===== src/rtl/mem_stage.sv =====
// ============================================================================
// Module   : mem_stage
// Brief    : Multi-cycle memory stage with a strobe/done data-memory handshake.
//            Detects timeouts and, with MEM_ALIGN_CHECK_EN defined, rejects
//            misaligned word accesses.
// Revision : 1.0
// ============================================================================
`default_nettype none

module mem_stage #(
    parameter int TIMEOUT_CYCLES = 16
) (
    input  logic        clk,
    input  logic        rst,
    input  logic        valid_in,
    input  logic        memRead,
    input  logic        memWrite,
    input  logic [15:0] addr,
    input  logic [15:0] read2Data,
    input  logic        mem_stall,
    input  logic        mem_done,
    input  logic [15:0] mem_data_in,
    output logic [15:0] mem_addr,
    output logic [15:0] mem_data_out,
    output logic        mem_rd,
    output logic        mem_wr,
    output logic [15:0] memResult,
    output logic        done_out,
    output logic        busy,
    output logic        err
);

    localparam logic [7:0] C_TIMEOUT = 8'(TIMEOUT_CYCLES);

    typedef enum logic [1:0] {
        S_IDLE  = 2'd0,
        S_ISSUE = 2'd1,
        S_WAIT  = 2'd2,
        S_DONE  = 2'd3
    } state_t;

    state_t      r_state;
    state_t      w_stateNext;
    logic [15:0] r_addr;
    logic [15:0] r_wdata;
    logic        r_isLoad;
    logic [7:0]  r_count;
    logic [15:0] r_memResult;
    logic        r_err;

    logic [7:0]  w_countNext;
    logic [7:0]  w_countInc;
    logic        w_timeout;
    logic        w_misaligned;
    logic        w_accept;
    logic        w_loadDone;
    logic        w_timeoutHit;
    logic        w_alignErr;
    logic        w_rd;
    logic        w_wr;

`ifdef MEM_ALIGN_CHECK_EN
    assign w_misaligned = addr[0];
`else
    assign w_misaligned = 1'b0;
`endif

    // Saturating increment: a stuck memory must never wrap the counter.
    assign w_countInc = (r_count == 8'hFF) ? r_count : r_count + 8'd1;
    assign w_timeout  = (w_countInc >= C_TIMEOUT);

    always_comb begin
        w_stateNext  = r_state;
        w_countNext  = r_count;
        w_accept     = 1'b0;
        w_loadDone   = 1'b0;
        w_timeoutHit = 1'b0;
        w_alignErr   = 1'b0;
        w_rd         = 1'b0;
        w_wr         = 1'b0;
        case (r_state)
            S_IDLE: begin
                if (valid_in) begin
                    if (memRead | memWrite) begin
                        if (w_misaligned) begin
                            w_alignErr  = 1'b1;
                            w_stateNext = S_DONE;
                        end else begin
                            w_accept    = 1'b1;
                            w_countNext = 8'd0;
                            w_stateNext = S_ISSUE;
                        end
                    end else begin
                        w_stateNext = S_DONE;
                    end
                end
            end
            S_ISSUE: begin
                w_countNext = w_countInc;
                if (w_timeout) begin
                    w_timeoutHit = 1'b1;
                    w_stateNext  = S_DONE;
                end else if (!mem_stall) begin
                    w_rd        = r_isLoad;
                    w_wr        = ~r_isLoad;
                    w_stateNext = S_WAIT;
                end
            end
            S_WAIT: begin
                // A completion in the timeout cycle still counts as success.
                if (mem_done) begin
                    w_loadDone  = r_isLoad;
                    w_stateNext = S_DONE;
                end else begin
                    w_countNext = w_countInc;
                    if (w_timeout) begin
                        w_timeoutHit = 1'b1;
                        w_stateNext  = S_DONE;
                    end
                end
            end
            S_DONE: begin
                w_stateNext = S_IDLE;
            end
            default: begin
                w_stateNext = S_IDLE;
            end
        endcase
    end

    always_ff @(posedge clk or posedge rst) begin
        if (rst) begin
            r_state     <= S_IDLE;
            r_addr      <= 16'h0000;
            r_wdata     <= 16'h0000;
            r_isLoad    <= 1'b0;
            r_count     <= 8'd0;
            r_memResult <= 16'h0000;
            r_err       <= 1'b0;
        end else begin
            r_state <= w_stateNext;
            r_count <= w_countNext;
            if (w_accept) begin
                r_addr   <= addr;
                r_wdata  <= read2Data;
                r_isLoad <= memRead;
            end
            if (w_loadDone) begin
                r_memResult <= mem_data_in;
            end else if (w_timeoutHit && r_isLoad) begin
                r_memResult <= 16'h0000;
            end
            if (w_timeoutHit || w_alignErr) begin
                r_err <= 1'b1;
            end
        end
    end

    assign mem_addr     = r_addr;
    assign mem_data_out = r_wdata;
    assign mem_rd       = w_rd;
    assign mem_wr       = w_wr;
    assign memResult    = r_memResult;
    assign done_out     = (r_state == S_DONE);
    assign busy         = (r_state != S_IDLE);
    assign err          = r_err;

endmodule

`default_nettype wire


===== config.mk =====
export PLATFORM = sky130hd
export DESIGN_NAME = mem_stage
export DESIGN_NICKNAME = d
export VERILOG_FILES = /design/src/rtl/mem_stage.sv
export SDC_FILE = /design/constraint.sdc
export NUM_CORES = 1
export LEC_CHECK = 0
export ABC_CLOCK_PERIOD_IN_PS = 6070
export CAP_MARGIN = 20
export CORE_UTILIZATION = 33
export CTS_CLUSTER_SIZE = 28
export DETAILED_ROUTE_END_ITERATION = 6
export GPL_ROUTABILITY_DRIVEN = 0
export PLACE_DENSITY = 0.67
export SKIP_LAST_GASP = 1
export SLEW_MARGIN = 20
export SYNTH_ARGS = -nofsm -noshare
export SYNTH_HDL_FRONTEND = slang
export SYNTH_SLANG_ARGS = --single-unit

===== constraint.sdc =====
create_clock -name clk -period 6.07 [get_ports clk]
set_input_delay 1.214 -clock clk [delete_from_list [all_inputs] [get_ports clk]]
set_output_delay 1.214 -clock clk [all_outputs]
set_load 0.01 [all_outputs]

==> Yosys cells after proc, flatten, opt, wreduce, memory -nomap -nowiden <==
Cells that the tools add are included.
{ "totals": {"register_bits": 60, "inputBits": 55} }
{ "classes": {"add_sub_neg": 1, "order_cmp": 1, "n_eq_ne": 9, "mux": 28, "bitwise": 2, "n_reduce_logical": 7} }
{ "op_table": {"columns": ["op", "count"], "rows": [
  ["$mux W16", 2],
  ["$mux W8", 4],
  ["$pmux W8 S3", 1],
  ["$mux W1", 13],
  ["$mux W2", 6],
  ["$add A8 B1 Y8 const B", 1],
  ["$eq A8 B8 Y1 const B", 1],
  ["$ge A8 B5 Y1 const B", 1],
  ["$pmux W2 S4", 1],
  ["$ne A2 B2 Y1 const B", 3],
  ["$ne A3 B3 Y1 const B", 2],
  ["$eq A2 B2 Y1 const B", 2],
  ["$reduce_and A4 Y1", 1],
  ["$reduce_bool A2 Y1", 2],
  ["$reduce_and A3 Y1", 1],
  ["$reduce_bool A3 Y1", 1],
  ["$eq A2 B1 Y1 const B", 1],
  ["$logic_not A2 Y1", 1],
  ["$pmux W1 S2", 1],
  ["$logic_and A1 B1 Y1", 1],
  ["$not A1 Y1", 1],
  ["$or A1 B1 Y1", 1]
]} }

==> Logic depth before layout (Yosys ltp) <==
{ "logic_depth": {"depth_word": 9, "depth_mapped": 8, "mapped_depth_nobuf": 6} }

==> Worst setup path before layout <==
Ideal clock, no wire load.
{ "synth_timing": {"path_type": "reg-to-output", "startpoint": "reg r_count[0]", "endpoint": "out mem_wr", "t_arrival_ns": 1.649, "required_time_ns": 4.856, "slack_ns": 3.207, "path_stages_with_launch": 7, "path_buffers": 1, "cell_sequence": "dfrtp_1 ha_1 and3_1 nor3_1 o32ai_2 buf_6 nor4b_4"} }
{ "synth_via": {"elab_chain_len": 5} }
{ "synth_lines": {"columns": ["item", "line", "text"], "rows": [
  ["start, declared", "47", "logic [7:0] r_count;"],
  ["start signal, assigned", "142", "r_count <= w_countNext;"],
  ["$add A8 B1 Y8 or $eq A8 B8 Y1 (tied branches)", "69", "assign w_countInc = (r_count == 8'hFF) ? r_count : r_count + 8'd1;"],
  ["$mux W8 *", "69", null],
  ["$ge A8 B5 Y1 *", "70", "assign w_timeout = (w_countInc >= C_TIMEOUT);"],
  ["$mux W1 *", "100", "if (w_timeout) begin"],
  ["$mux W1 *", "81", "case (r_state)"],
  ["end, declared", "26", "output logic mem_wr,"]
]} }
Every way passes the cells marked *; elsewhere a longest branch is shown, timed or not.

==> Worst setup path after layout <==
Same ends and word-level chain as after synthesis.

==> metrics <==
crit share post-route 66.94%; First-pass DRT Iterations 6; R2R Setup Slk 3.63 ns; fin. max-slew vios 0; total core area 8258 µm²; final hold vios 0; unrepaired setup endpoints after global routing no; DR vias/cell 4.864; FFs w/ async S/R, synth 100.0%; synthesized cell area 2836 µm²; Antenna Nets Post-Route 0; Sink Count 60; endpoints failing setup 0; GRT Total Usage 14.77%; clk_lat worst skew 0.33 ns; remaining global-route overflow 0; Logic pwr share ~45%; top cells by area, synth dfrtp_1 (53%), mux2_1 (8.7%), mux2i_1 (6.4%); sequential power share 33.3%; vias in the first global route approximately 2,000; clock group share of total power 21.8%; vias 2,140; sequential-to-total area share from yosys stat 52.93%; DRT Wirelength 6384 µm; maxcap violations 0; Cell variety after synth 46; Post-Syn Instances 223; hold buffers post-CTS 0; first-pass GRT wire length 9942 µm; H-Tree Depth 3; drt initial violations 93; switching portion of total power 32.28%; Main synth FF type dfrtp_1; Rows 33; Synth area leader dfrtp_1; Min-Delay Path Class reg2reg; Worst setup EP type output pin; fillers 748; io pins 108; count leader, synth dfrtp_1; Cell Int Power 1.401 mW; switching power of the nets between 600 and 700 µW; crit-path max FO 20; Util after Layout 51.30%; syn_area_per_cell 12.72 µm²; Starting Density 34.35%; Max IR drop VDD 0.1898 mV; largest net degree at the start of global routing 61; CTS tree built; Clock Skews 0.009018 ns; post-CTS setup buffer count 0; CTS buffer count 9; die area approximately 9000 µm²; pwr dens 488.5 nW/µm²; Fmax between 0.2 and 0.25 GHz; Fin Setup TNS 0 ns; Post-synth EDFFs 0; # port buffers ~110; Die X ~95 µm; WP data required approximately 4.9 ns; initial antenna violation count 0; leakage 1.834 nW; Syn. warnings 0; post-CTS sizing 0; die height 94.71 µm; Slew @ Worst Pin 1.043 ns; outcome finished, final reports clean; Mapped Nets ~280; placed insts 424; ratio of cells with drive above 1 in the final layout approximately 15%; HPWL Detailed 4448 µm; DR WL/cell 14.51 µm; clk buf depth 2; DRC viols 0; Final nets about 390; top post-synthesis cells by count dfrtp_1 (60), mux2_1 (22), mux2i_1 (18), a21oi_1 (16); Worst setup SP type register; Rel. slew slack 30.50%; final std cells w/o fill 440; area delta synth->final 49.36%; critical path type reg2out; root buffer cell clkbuf_8; CP Data Arrival Time 2.85 ns; top cell type's share of synthesized area 52.93%; n_diodes 0; Yosys reg bits 60; crit path time final just over 4 ns; clk slew on worst S/H paths roughly 0.060 ns
-- path summary, 6_finish.rpt --
check                                                to              startpoint  cells past startpoint
max                                              mem_wr  r_count[0]$_DFFE_PP0P_                      6
min                                     err$_DFFE_PP0P_         err$_DFFE_PP0P_                      1
max reg2reg                   memResult[10]$_DFFE_PP0P_  r_state[0]$_DFFE_PP0P_                      5
min reg2reg                             err$_DFFE_PP0P_         err$_DFFE_PP0P_                      1
max in group asynchronous  mem_data_out[15]$_DFFE_PP0P_                     rst                      3
min in group asynchronous      memResult[4]$_DFFE_PP0P_                     rst                      3
-- power groups by stage --
stage,Clock (mW),Sequential (mW),Combinational [mW]
after floorplan,0,0.764,0.407
after global placement,0,0.687,0.931
after detailed placement,0,0.697,0.942
after CTS,0.466,0.690,0.944
after global routing,0.484,0.715,1.02
final,0.450,0.688,0.931
-- worst max-delay path, stage by stage, from the launching register on --
cell	delay [ns]
dfrtp_1	0.42
ha_1	0.25
and3_1	0.22
nor3_1	0.39
o32ai_4	0.39
nor4b_4	0.29
clkdlybuf4s50_1	0.57
-- state kept, by name, summed over array words and instances, names as in the netlist --
register / flops
r_isLoad: 1
mem_data_out: 16
r_state: 2
mem_addr: 16
memResult: 16
err: 1
r_count: 8
-- placed cells by master, fill, tap and decap left out, drive strengths merged, types with 3 or more instances in the layout --
master / count
clkdlybuf4s50: 107
dfrtp: 60
mux2: 33
a21oi: 27
mux2i: 18
clkbuf: 12
nor2: 6
ha: 6
inv: 6
o21ai: 6
nand2b: 5
nand2: 5
and3: 3
a41oi: 3
bufinv: 3
and4: 3
nand3: 3
-- cell families (layout without fill, tap and decap cells) --
kind of cell             Yosys count  after routing  synth area share (%)
multiplexers                      51             51                 19.45
buffers and inverters             19            131                 3.573
AO/OA/AOI/OAI                     50             50                 12.66
adder cells (fa/ha/maj)            6              6                 2.647
flip-flops                        60             60                 52.93
AND/OR/NAND/NOR                   37             37                 8.734
-- cell type report --
| type | instances | area (µm²) | area share [%] |
|---|---|---|---|
| Multi-Input combinational cell | 144 | 1245 | 29.39 |
| Timing Repair Buffer | 109 | 1086 | 25.63 |
| Tap cell | 105 | 131.4 | 3.101 |
| Clock buffer | 12 | 155.1 | 3.662 |
| Sequential cell | 60 | 1501 | 35.44 |
| Clock inverter | 4 | 95.09 | 2.245 |
| Inverter | 6 | 22.52 | 0.5316 |
-- layer usage --
metal / vias up / GRT usage, % / routed length (µm)
li1: 1025 / - / -
met4: 0 / 7.576 / 99
met1: 1036 / 18.09 / 2780
met5: - / 0 / 0
met2: 70 / 22.54 / 2974
met3: 9 / 5.636 / 529
-- through the flow --
| stage | cell area (µm²) | hold WS [ns] | power (mW) | setup slack, ns |
|---|---|---|---|---|
| after floorplan | 2836 | 0.4967 | 1.172 | 3.207 |
| after detailed placement | 3986 | 0.4579 | 1.639 | 2.315 |
| after global placement | 3986 | 0.4518 | 1.617 | 2.331 |
| final | 4237 | 0.4806 | 2.069 | 2.007 |
| after global routing | 4237 | 0.5061 | 2.216 | 1.795 |
| after CTS | 4237 | 0.4908 | 2.101 | 1.970 |
No activity file was read; power rests on OpenSTA's default activity.
